File: config.mk
export PLATFORM = sky130hd
export DESIGN_NAME = spart_rx
export DESIGN_NICKNAME = d
export VERILOG_FILES = /design/src/rtl/spart_rx.sv
export SDC_FILE = /design/constraint.sdc
export NUM_CORES = 1
export LEC_CHECK = 0
export BUFFER_PORTS_ARGS = -buffer_cell sky130_fd_sc_hd__buf_2
export CORE_ASPECT_RATIO = 0.6
export CORE_MARGIN = 5
export CORE_UTILIZATION = 50
export DETAILED_ROUTE_END_ITERATION = 10
export GPL_ROUTABILITY_DRIVEN = 0
export PLACE_DENSITY = 0.75
export RECOVER_POWER = 25
export SETUP_SLACK_MARGIN = 0.4
export SYNTH_ARGS = -nofsm -noshare
export SYNTH_HDL_FRONTEND = slang
export SYNTH_SLANG_ARGS = --single-unit
export TNS_END_PERCENT = 1
File: constraint.sdc
create_clock -name clk -period 4.39 [get_ports clk]
set_input_delay 0.6585 -clock clk [delete_from_list [all_inputs] [get_ports clk]]
set_output_delay 0.6585 -clock clk [all_outputs]
set_load 0.1 [all_outputs]
File: src/rtl/spart_rx.sv
// spart_rx: SPART serial receiver. Oversamples the asynchronous rxd line
// using the baud generator's brg_en tick and deframes 8N1 characters.
// Ports:
//   clk          system clock, rising edge
//   rst          asynchronous active-low reset
//   brg_en       baud tick, OVERSAMPLE per bit time
//   rxd          serial input, idles high
//   clr_rda      bus-read strobe; clears rda/framing_err/overrun
//   rx_data      last received byte
//   rda          receive data available (sticky)
//   framing_err  last frame's stop bit sampled low (sticky)
//   overrun      byte loaded while rda was still set (sticky)
//   busy         receiver FSM not idle
module spart_rx #(
    parameter int DATA_BITS   = 8,
    parameter int OVERSAMPLE  = 16,
    parameter int SYNC_STAGES = 2
) (
    input  logic                 clk,
    input  logic                 rst,
    input  logic                 brg_en,
    input  logic                 rxd,
    input  logic                 clr_rda,
    output logic [DATA_BITS-1:0] rx_data,
    output logic                 rda,
    output logic                 framing_err,
    output logic                 overrun,
    output logic                 busy
);

    localparam int TW = $clog2(OVERSAMPLE);
    localparam int BW = $clog2(DATA_BITS + 1);

    localparam logic [TW-1:0] T_MID  = TW'(OVERSAMPLE / 2 - 1);
    localparam logic [TW-1:0] T_LAST = TW'(OVERSAMPLE - 1);
    localparam logic [BW-1:0] B_LAST = BW'(DATA_BITS - 1);

    typedef enum logic [1:0] {
        IDLE,
        START,
        DATA,
        STOP
    } state_t;

    state_t                 state;
    state_t                 state_nxt;
    logic [SYNC_STAGES-1:0] sync;
    logic                   rxs;
    logic [TW-1:0]          tcnt;
    logic [BW-1:0]          bcnt;
    logic [DATA_BITS-1:0]   shreg;
    logic                   mid_tick;
    logic                   last_tick;
    logic                   bit_tick;
    logic                   start_ok;
    logic                   load;

    // Synchronizer resets to the idle (high) line level so a reset
    // release never looks like a start bit.
    always_ff @(posedge clk or negedge rst) begin
        if (!rst) begin
            sync <= '1;
        end else begin
            sync[0] <= rxd;
            for (int i = 1; i < SYNC_STAGES; i++) begin
                sync[i] <= sync[i-1];
            end
        end
    end

    assign rxs       = sync[SYNC_STAGES-1];
    assign mid_tick  = brg_en && (tcnt == T_MID);
    assign last_tick = brg_en && (tcnt == T_LAST);

    // State register
    always_ff @(posedge clk or negedge rst) begin
        if (!rst) begin
            state <= IDLE;
        end else begin
            state <= state_nxt;
        end
    end

    // Next-state logic
    always_comb begin
        state_nxt = state;
        unique case (state)
            IDLE:  if (!rxs) state_nxt = START;
            START: if (mid_tick) state_nxt = rxs ? IDLE : DATA;
            DATA:  if (last_tick && (bcnt == B_LAST)) state_nxt = STOP;
            STOP:  if (last_tick) state_nxt = IDLE;
            default: state_nxt = IDLE;
        endcase
    end

    // Output / control decode
    always_comb begin
        busy     = (state != IDLE);
        start_ok = (state == START) && mid_tick && !rxs;
        bit_tick = (state == DATA) && last_tick;
        load     = (state == STOP) && last_tick;
    end

    // Tick counter: parked at 0 in IDLE, re-zeroed at mid start bit so
    // every later sample lands a whole bit period after the previous one.
    always_ff @(posedge clk or negedge rst) begin
        if (!rst) begin
            tcnt <= '0;
        end else if (state == IDLE) begin
            tcnt <= '0;
        end else if ((state == START) && mid_tick) begin
            tcnt <= '0;
        end else if (last_tick) begin
            tcnt <= '0;
        end else if (brg_en) begin
            tcnt <= tcnt + 1'b1;
        end
    end

    always_ff @(posedge clk or negedge rst) begin
        if (!rst) begin
            bcnt <= '0;
        end else if (start_ok) begin
            bcnt <= '0;
        end else if (bit_tick) begin
            bcnt <= bcnt + 1'b1;
        end
    end

    // Right shift into the MSB keeps LSB-first bits in natural order.
    always_ff @(posedge clk or negedge rst) begin
        if (!rst) begin
            shreg <= '0;
        end else if (bit_tick) begin
            shreg <= {rxs, shreg[DATA_BITS-1:1]};
        end
    end

    // A load beats a simultaneous clr_rda; the read that coincides with
    // the load consumed the previous byte, so no overrun is reported.
    always_ff @(posedge clk or negedge rst) begin
        if (!rst) begin
            rx_data     <= '0;
            rda         <= 1'b0;
            framing_err <= 1'b0;
            overrun     <= 1'b0;
        end else if (load) begin
            rx_data     <= shreg;
            rda         <= 1'b1;
            framing_err <= ~rxs;
            overrun     <= !clr_rda && (overrun || rda);
        end else if (clr_rda) begin
            rda         <= 1'b0;
            framing_err <= 1'b0;
            overrun     <= 1'b0;
        end
    end

endmodule
Yosys cells after proc, flatten, opt, wreduce, memory -nomap -nowiden. Index checks and enable logic that the tools add are counted.

Mux-type cells: 16. Add/sub/neg operators: 2. Reduce and logical (&&, ||, !) cells: 17. Equality and inequality tests: 10. Bitwise gates (word level): 1.

Operator list (number): $mux W4 (6); $mux W2 (5); $add A4 B1 Y4 const B (2); $eq A4 B3 Y1 const B (2); $logic_and A1 B1 Y1 (8); $ne A2 B2 Y1 const B (4); $pmux W2 S4 (1); $reduce_bool A2 Y1 (3); $eq A2 B2 Y1 const B (2); $eq A4 B4 Y1 const B (1); $mux W1 (4); $reduce_and A4 Y1 (1); $reduce_bool A4 Y1 (1); $eq A2 B1 Y1 const B (1); $logic_not A1 Y1 (2); $logic_not A2 Y1 (1); $logic_or A1 B1 Y1 (1); $not A1 Y1 (1).

Word-level logic and storage cells: 55. Register bits after elaboration: 31. Bits of input ports: 5.

Longest topological paths before layout. Gate-level depths: netlist of the first run.

Word-level depth: 5. Gate-level depth with buffers: 5. Mapped depth without buffers: 4.

Worst setup path after synthesis of the first run. No wires, ideal clock.

Path kind: register -> output. From: register state[0]. To: output busy. Slack: 2.415 ns. Data required time: 3.732 ns. Data arrival time: 1.317 ns. Stages on the path, launching flop included: 4. Cell sequence: dfrtp_1 clkbuf_1 nor2_1 inv_1.

Longest elaborated chain between the ends: 1.

Ends and longest elaborated chain: start, declared (line 45) `state_t state;`; start signal, assigned (line 80) `state <= state_nxt;`; $reduce_bool A2 Y1 (line 98) `busy = (state != IDLE);`; end, declared (line 28) `output logic busy`.

Every way passes these cells.

Worst setup path in the final report of the first run. Same ends and word-level chain as after synthesis.

==> summary.txt, run 1 <==
Status
  • Run status: finished with violations
  • Violated checks: capacitance limit, slew limit

Die
  • Area of the placeable core: 0.00257 mm^2
  • Chip Width: 77.8 um
  • Row count: 14
  • Die span in y: 50.7 um
  • I/O pin count: 17
  • Effective utilization at floorplan: 0.535
  • Area enclosed by the die boundary: 0.00394 mm^2

Global routing
  • Pin count of the biggest net entering global routing: 32
  • Grt ovf: 0
  • Number of antenna violations at the first check in global routing: 0
  • First-pass GRT wire length: 4640 um
  • Vias in the first global route: 976
  • Total GRT Usage: 0.148

Layout
  • Footprint of the flip-flops and latches: 778 um^2
  • Number of diodes: 0
  • Net count reported at finish: 135
  • Layout fillers: 208
  • Multi-input combinational cell area: 556 um^2
  • Relative area change from synthesis to final layout: 14.3%
  • Count of placed standard cells in the final layout, fillers left out: 161
  • Fraction of layout cells with a size suffix above 1: 0.341
  • Final standard cell area without fillers: 0.00158 mm^2

Clock tree
  • Buffer levels on the longest clock path: 2
  • CTS tree: done
  • Worst skew pair latency: 280 ps
  • Clock tree sinks: 31
  • Total number of H-tree levels: 2
  • Post CTS Setup Buffer Count: 0
  • Hold buffers post-CTS: 0
  • Post-CTS clock slew at the launch and capture registers of the worst setup and hold paths: 70 ps
  • Number of clock buffers inserted by TritonCTS: 5
  • Gates resized, CTS repair: 0
  • Clock tree root driver cell: sky130_fd_sc_hd__clkbuf_8

Setup path
  • Launching element of the worst setup path: state[0]
  • Crit path max-delay cell type: sky130_fd_sc_hd__dfrtp_1
  • Critical path buffer and inverter count: 2
  • Arrival time at the worst endpoint: 1520 ps
  • CP endpoint kind: output port
  • Cell count along the critical path: 3
  • Cell class contributing the biggest share of worst-path delay: flip-flops
  • Largest stage delay on the critical path: 550 ps
  • Depth of the most critical reg-to-reg path: 4
  • Reg-to-reg critical path endpoint: bcnt[3]
  • Slack of the worst reg-to-reg path: 2490 ps
  • Termination of the worst setup path: busy
  • Max FO, Critical Path: 13
  • Critical Path Source Type: flop
  • Reg2Reg Launch Point: tcnt[0]
  • Required time reported for the critical path endpoint: 3730 ps
  • Critical path class: reg2out
  • Critical Path, Cell by Cell: nor2_1 > inv_1 > buf_2

Synth
  • Synth Cell Area: 0.00138 mm^2
  • Average size of a mapped cell: 12.4 um^2
  • Synthesis-stage register bit count: 31
  • Count of unique library cells instantiated by Yosys: 36
  • Number of warnings printed during yosys synthesis: 0
  • Share of the yosys chip area belonging to registers: 0.564
  • Cell count after synthesis: 111
  • Fraction of registers with async set/reset: 1.00
  • Post-synth net total: 118
  • EDFF count, synth: 0
  • Most frequently used flop master after synthesis: sky130_fd_sc_hd__dfrtp_1

STA
  • Worst Max-Slew Pin Slew: 1610 ps
  • Fraction of the cycle the final worst path needs: 0.496
  • Final hold violation count: 0
  • Count of final max-slew check failures: 32
  • Worst max-slew margin expressed relative to the limit: -0.0702
  • Number of setup violations in the final report: 0
  • Final critical delay including setup and external delays: 2180 ps
  • FMAX: 0.459 GHz
  • Setup ws final: 2210 ps
  • Setup Skew: 4.25 ps
  • Final TNS setup: 0 ps
  • RSZ-0062 raised after global routing: false

Job
  • Count of maximum capacitance violations: 1

Power
  • Internal cell power: 516 uW
  • Clock network fraction of total power: 0.376
  • Net switching fraction of the power: 0.297
  • Worst vdd ir: 0.298 mV
  • Sw power: 218 uW
  • Sequential group share of total power: 0.485
  • Combinational share of power: 0.139
  • Total power divided by cell area: 466 mW/mm^2
  • Reported leakage power: 0.000748 uW

Route
  • Final wirelength: 2630 um
  • Mean routed wirelength per cell: 16.3 um
  • First-iteration detailed-routing DRC count: 50
  • Post-detailed-route via-to-cell ratio: 5.87
  • 1st-pass router iterations: 4
  • Antenna Nets Post-Route: 0
  • Drc violations: 0
  • Via Count: 945

Place
  • Port bufs: 16
  • Post-Place Cells: 153
  • Sum of net half-perimeters after detailed placement: 1880 um
  • Worst-case setup slack after placement: 2410 ps
  • Post-DP Area: 0.00147 mm^2

Min path
  • Path class of the lowest-slack min-delay path: reg2reg
-- layer usage --
layer  vias to the layer above  share of wire  global-route usage
met4                         0         0.0046              0.0343
met5                         -              0                   0
li1                        446              -                   -
met3                         2          0.066              0.0536
met1                       468           0.46               0.190
met2                        29           0.47               0.240
-- sequential cells by signal, indices dropped and copies added (netlist names), named ones only --
name         cells
bcnt             4
framing_err      1
overrun          1
rda              1
rx_data          8
shreg            8
state            1
sync             2
tcnt             4
-- cell usage after synthesis, types with 3 or more instances --
cell                       count  area (um^2)
sky130_fd_sc_hd__dfrtp_1      29          726
sky130_fd_sc_hd__mux2_2       16          180
sky130_fd_sc_hd__a21oi_1       6         30.0
sky130_fd_sc_hd__nor2_1        5         18.8
sky130_fd_sc_hd__o21ai_0       5         25.0
sky130_fd_sc_hd__nand3_1       4         20.0
sky130_fd_sc_hd__buf_2         3         15.0
sky130_fd_sc_hd__inv_1         3         11.3
sky130_fd_sc_hd__nand2_1       3         11.3
sky130_fd_sc_hd__nand4b_1      3         26.3
-- worst min path at each step --
stage | depth (start not counted) | end | startpoint
after CTS | 0 | sync[1] | sync[0]
after floorplan | 0 | sync[1] | sync[0]
after detailed placement | 0 | sync[1] | sync[0]
final | 0 | sync[1] | sync[0]
after global placement | 0 | sync[1] | sync[0]
after global routing | 0 | sync[1] | sync[0]
-- placed cells by master, fill, tap and decap left out, drive strengths merged, types with 3 or more instances in the layout --
| cell | n |
|---|---|
| a21oi | 6 |
| buf | 15 |
| clkbuf | 6 |
| dfrtp | 29 |
| inv | 3 |
| mux2 | 16 |
| nand2 | 3 |
| nand3 | 5 |
| nand4b | 3 |
| nor2 | 7 |
| o21ai | 5 |
-- through the flow --
step	power [uW]	hold WS (ps)	utilization
floorplan	441	345	-
global placement	456	350	0.569
detailed placement	459	351	0.569
CTS	735	361	0.613
global route	771	368	0.612
finish	734	359	0.612
-- final cells by class --
cell class	instances	share of cell area
Sequential cell	31	0.494
Multi-Input combinational cell	71	0.352
Timing Repair Buffer	16	0.0500
Clock buffer	5	0.0437
Clock inverter	3	0.0278
Tap cell	32	0.0254
Inverter	3	0.00714
-- power by group through the flow --
stage	registers [uW]	logic (uW)	clock network, uW
6_report	356	102	276
5_1_grt	359	115	297
4_1_cts	352	102	281
3_5_place_dp	357	102	0
3_3_place_gp	357	98.8	0
2_1_floorplan	328	113	0
-- cell families (layout without fill, tap and decap cells) --
group,after synthesis,in the layout,synth area share
buf+inv,9,27,0.0327
fa+ha+maj,2,2,0.0181
mux,17,17,0.138
xor+xnor,1,1,0.00635
simple gates,31,31,0.146
compound gates,20,20,0.0944
flops,31,31,0.564
Note: power is estimated with default switching activity, not from simulation.
==> inputs of run 2 (changes only) <==
--- a/config.mk
+++ b/config.mk
@@ -11,7 +11,7 @@
 export CORE_UTILIZATION = 50
 export DETAILED_ROUTE_END_ITERATION = 10
 export GPL_ROUTABILITY_DRIVEN = 0
-export PLACE_DENSITY = 0.75
+export PLACE_DENSITY = 0.78
 export RECOVER_POWER = 25
 export SETUP_SLACK_MARGIN = 0.4
 export SYNTH_ARGS = -nofsm -noshare
==> constraint.sdc (replaced) <==
create_clock -name clk -period 1.8 [get_ports clk]
set_input_delay 0.27 -clock clk [delete_from_list [all_inputs] [get_ports clk]]
set_output_delay 0.27 -clock clk [all_outputs]
set_load 0.1 [all_outputs]
==> run 2 against run 1 <==
The flow now finishes without violations; clock power rose by 92%; register-to-register slack got worse by 2300 ps; combinational power rose to 5.2 times the previous value; critical endpoint is now bcnt[0]; largest power group unchanged; highest routed layer unchanged.
==> summary.txt, run 2 (synthesized netlist as in run 1, its figures left out) <==
Layout
  • Number of diodes: 0
  • Relative area change from synthesis to final layout: 31.4%
  • Layout fillers: 168
  • Fraction of layout cells with a size suffix above 1: 0.493
  • Most frequent cells in the layout: 26 x sky130_fd_sc_hd__dfrtp_1, 15 x sky130_fd_sc_hd__buf_2, 11 x sky130_fd_sc_hd__buf_4
  • Share of the core filled with cells: 0.704
  • Most frequent standard cell in the layout excluding fill and tap cells: sky130_fd_sc_hd__dfrtp_1
  • Top Registers: rx_data (8), shreg (8)
  • Net count reported at finish: 152

STA
  • Worst max-slew margin expressed relative to the limit: 0.553
  • Count of final max-slew check failures: 0
  • Fraction of the cycle the final worst path needs: 0.894
  • Setup Skew: 2.76 ps
  • RSZ-0062 raised after global routing: true
  • Final TNS setup: 0 ps
  • Number of setup violations in the final report: 0
  • Worst Max-Slew Pin Slew: 670 ps
  • Final hold violation count: 0
  • Setup ws final: 191 ps
  • FMAX: 0.622 GHz
  • Final critical delay including setup and external delays: 1610 ps

Place
  • Sum of net half-perimeters after detailed placement: 2010 um
  • Worst-case setup slack after placement: 163 ps
  • Port bufs: 16

Global routing
  • Total GRT Usage: 0.177
  • Number of antenna violations at the first check in global routing: 0
  • Vias in the first global route: 1066
  • First-pass GRT wire length: 5310 um
  • Grt ovf: 0
  • Pin count of the biggest net entering global routing: 32

Setup path
  • CP endpoint kind: flop
  • Critical path class: reg2reg
  • Reg-to-reg critical path endpoint: bcnt[0]
  • Critical Path, Cell by Cell: ha_2 > nand4_1 > buf_6 > nor4_1 > buf_4 > a21oi_1
  • Largest stage delay on the critical path: 370 ps
  • Max FO, Critical Path: 4
  • Critical Path Source Type: flop
  • Slack of the worst reg-to-reg path: 190 ps
  • Arrival time at the worst endpoint: 1770 ps
  • Crit path max-delay cell type: sky130_fd_sc_hd__dfrtp_1
  • Depth of the most critical reg-to-reg path: 6
  • Required time reported for the critical path endpoint: 1960 ps
  • Reg2Reg Launch Point: tcnt[1]
  • Cell class contributing the biggest share of worst-path delay: simple AND/OR/NAND/NOR gates
  • Critical path buffer and inverter count: 2

Power
  • Total power divided by cell area: 1060 mW/mm^2
  • Worst vdd ir: 0.787 mV
  • Final total power: 1910 uW
  • Reported leakage power: 0.000842 uW

Die
  • Row count: 14
  • Chip Width: 77.8 um
  • I/O pin count: 17
  • Die span in y: 50.7 um
  • Area of the placeable core: 0.00257 mm^2
  • Effective utilization at floorplan: 0.535
  • Area enclosed by the die boundary: 0.00394 mm^2

Route
  • Antenna Nets Post-Route: 0
  • Via Count: 1085
  • Drc violations: 0
  • Mean routed wirelength per cell: 20.0 um
  • Final wirelength: 3560 um
  • First-iteration detailed-routing DRC count: 82
  • Post-detailed-route via-to-cell ratio: 6.10
  • 1st-pass router iterations: 4

Job
  • Count of maximum capacitance violations: 0

Clock tree
  • Post-CTS clock slew at the launch and capture registers of the worst setup and hold paths: 60 ps
  • Clock tree root driver cell: sky130_fd_sc_hd__clkbuf_8
  • Clock tree sinks: 31
  • Total number of H-tree levels: 2
  • CTS tree: done
  • Buffer levels on the longest clock path: 2
  • Number of clock buffers inserted by TritonCTS: 5
  • Worst skew pair latency: 280 ps

Min path
  • Path class of the lowest-slack min-delay path: in2async

Status
  • Run status: finished clean
[run 2: how the worst max path moves through the flow]
stage / start / cells after the start / end
floorplan: tcnt[0] / 5 / rx_data[0]
global placement: tcnt[0] / 5 / state[0]
detailed placement: tcnt[0] / 4 / rx_data[2]
CTS: state[0] / 4 / busy
global route: tcnt[1] / 6 / bcnt[2]
finish: tcnt[1] / 6 / bcnt[0]
[run 2: cell type report]
class                   count  area (um^2)  area share
well taps                  32         40.0      0.0221
flip-flops and latches     31          782       0.432
inverters                   3         15.0     0.00829
multi-input cells          72          638       0.352
repair buffers             32          251       0.139
clock buffers               6         72.6      0.0401
clock inverters             2         12.5     0.00691
[run 2: worst reg2reg max path, cell delays in order, from the launching register on]
cell	delay [ps]
sky130_fd_sc_hd__dfrtp_1	370
sky130_fd_sc_hd__ha_2	210
sky130_fd_sc_hd__nand4_1	180
sky130_fd_sc_hd__buf_6	200
sky130_fd_sc_hd__nor4_1	280
sky130_fd_sc_hd__buf_4	210
sky130_fd_sc_hd__a21oi_1	50
[run 2: layer usage]
layer	track usage	up-vias	part of all wire
met5	0	-	0
li1	-	476	-
met1	0.222	551	0.42
met2	0.289	49	0.48
met4	0.0657	0	0.015
met3	0.0571	9	0.080
[run 2: repair_timing]
action | 4_1_cts | 5_1_grt
gates cloned | 0 | 1
gates resized for setup | 16 | 11
pin swaps | 4 | 8
setup buffers | 10 | 2
setup endpoints to repair | 24 | 27
hold buffers | 0 | 0
[run 2: report_power, final]
part	total [uW]	switching (uW)	leakage, uW	internal, uW
clock network	529	260	0.0000412	270
registers	852	92.1	0.000412	760
logic	530	287	0.000389	243
total	1910	639	0.000842	1270
[run 2: per-stage QoR]
step           cells  area [um^2]  hold WS [ps]
6_report         178         1810          22.7
5_1_grt          178         1810          76.4
4_1_cts          175         1750          45.0
3_5_place_dp     157         1510           343
3_3_place_gp     157         1510           335
2_1_floorplan    111         1390         -25.6
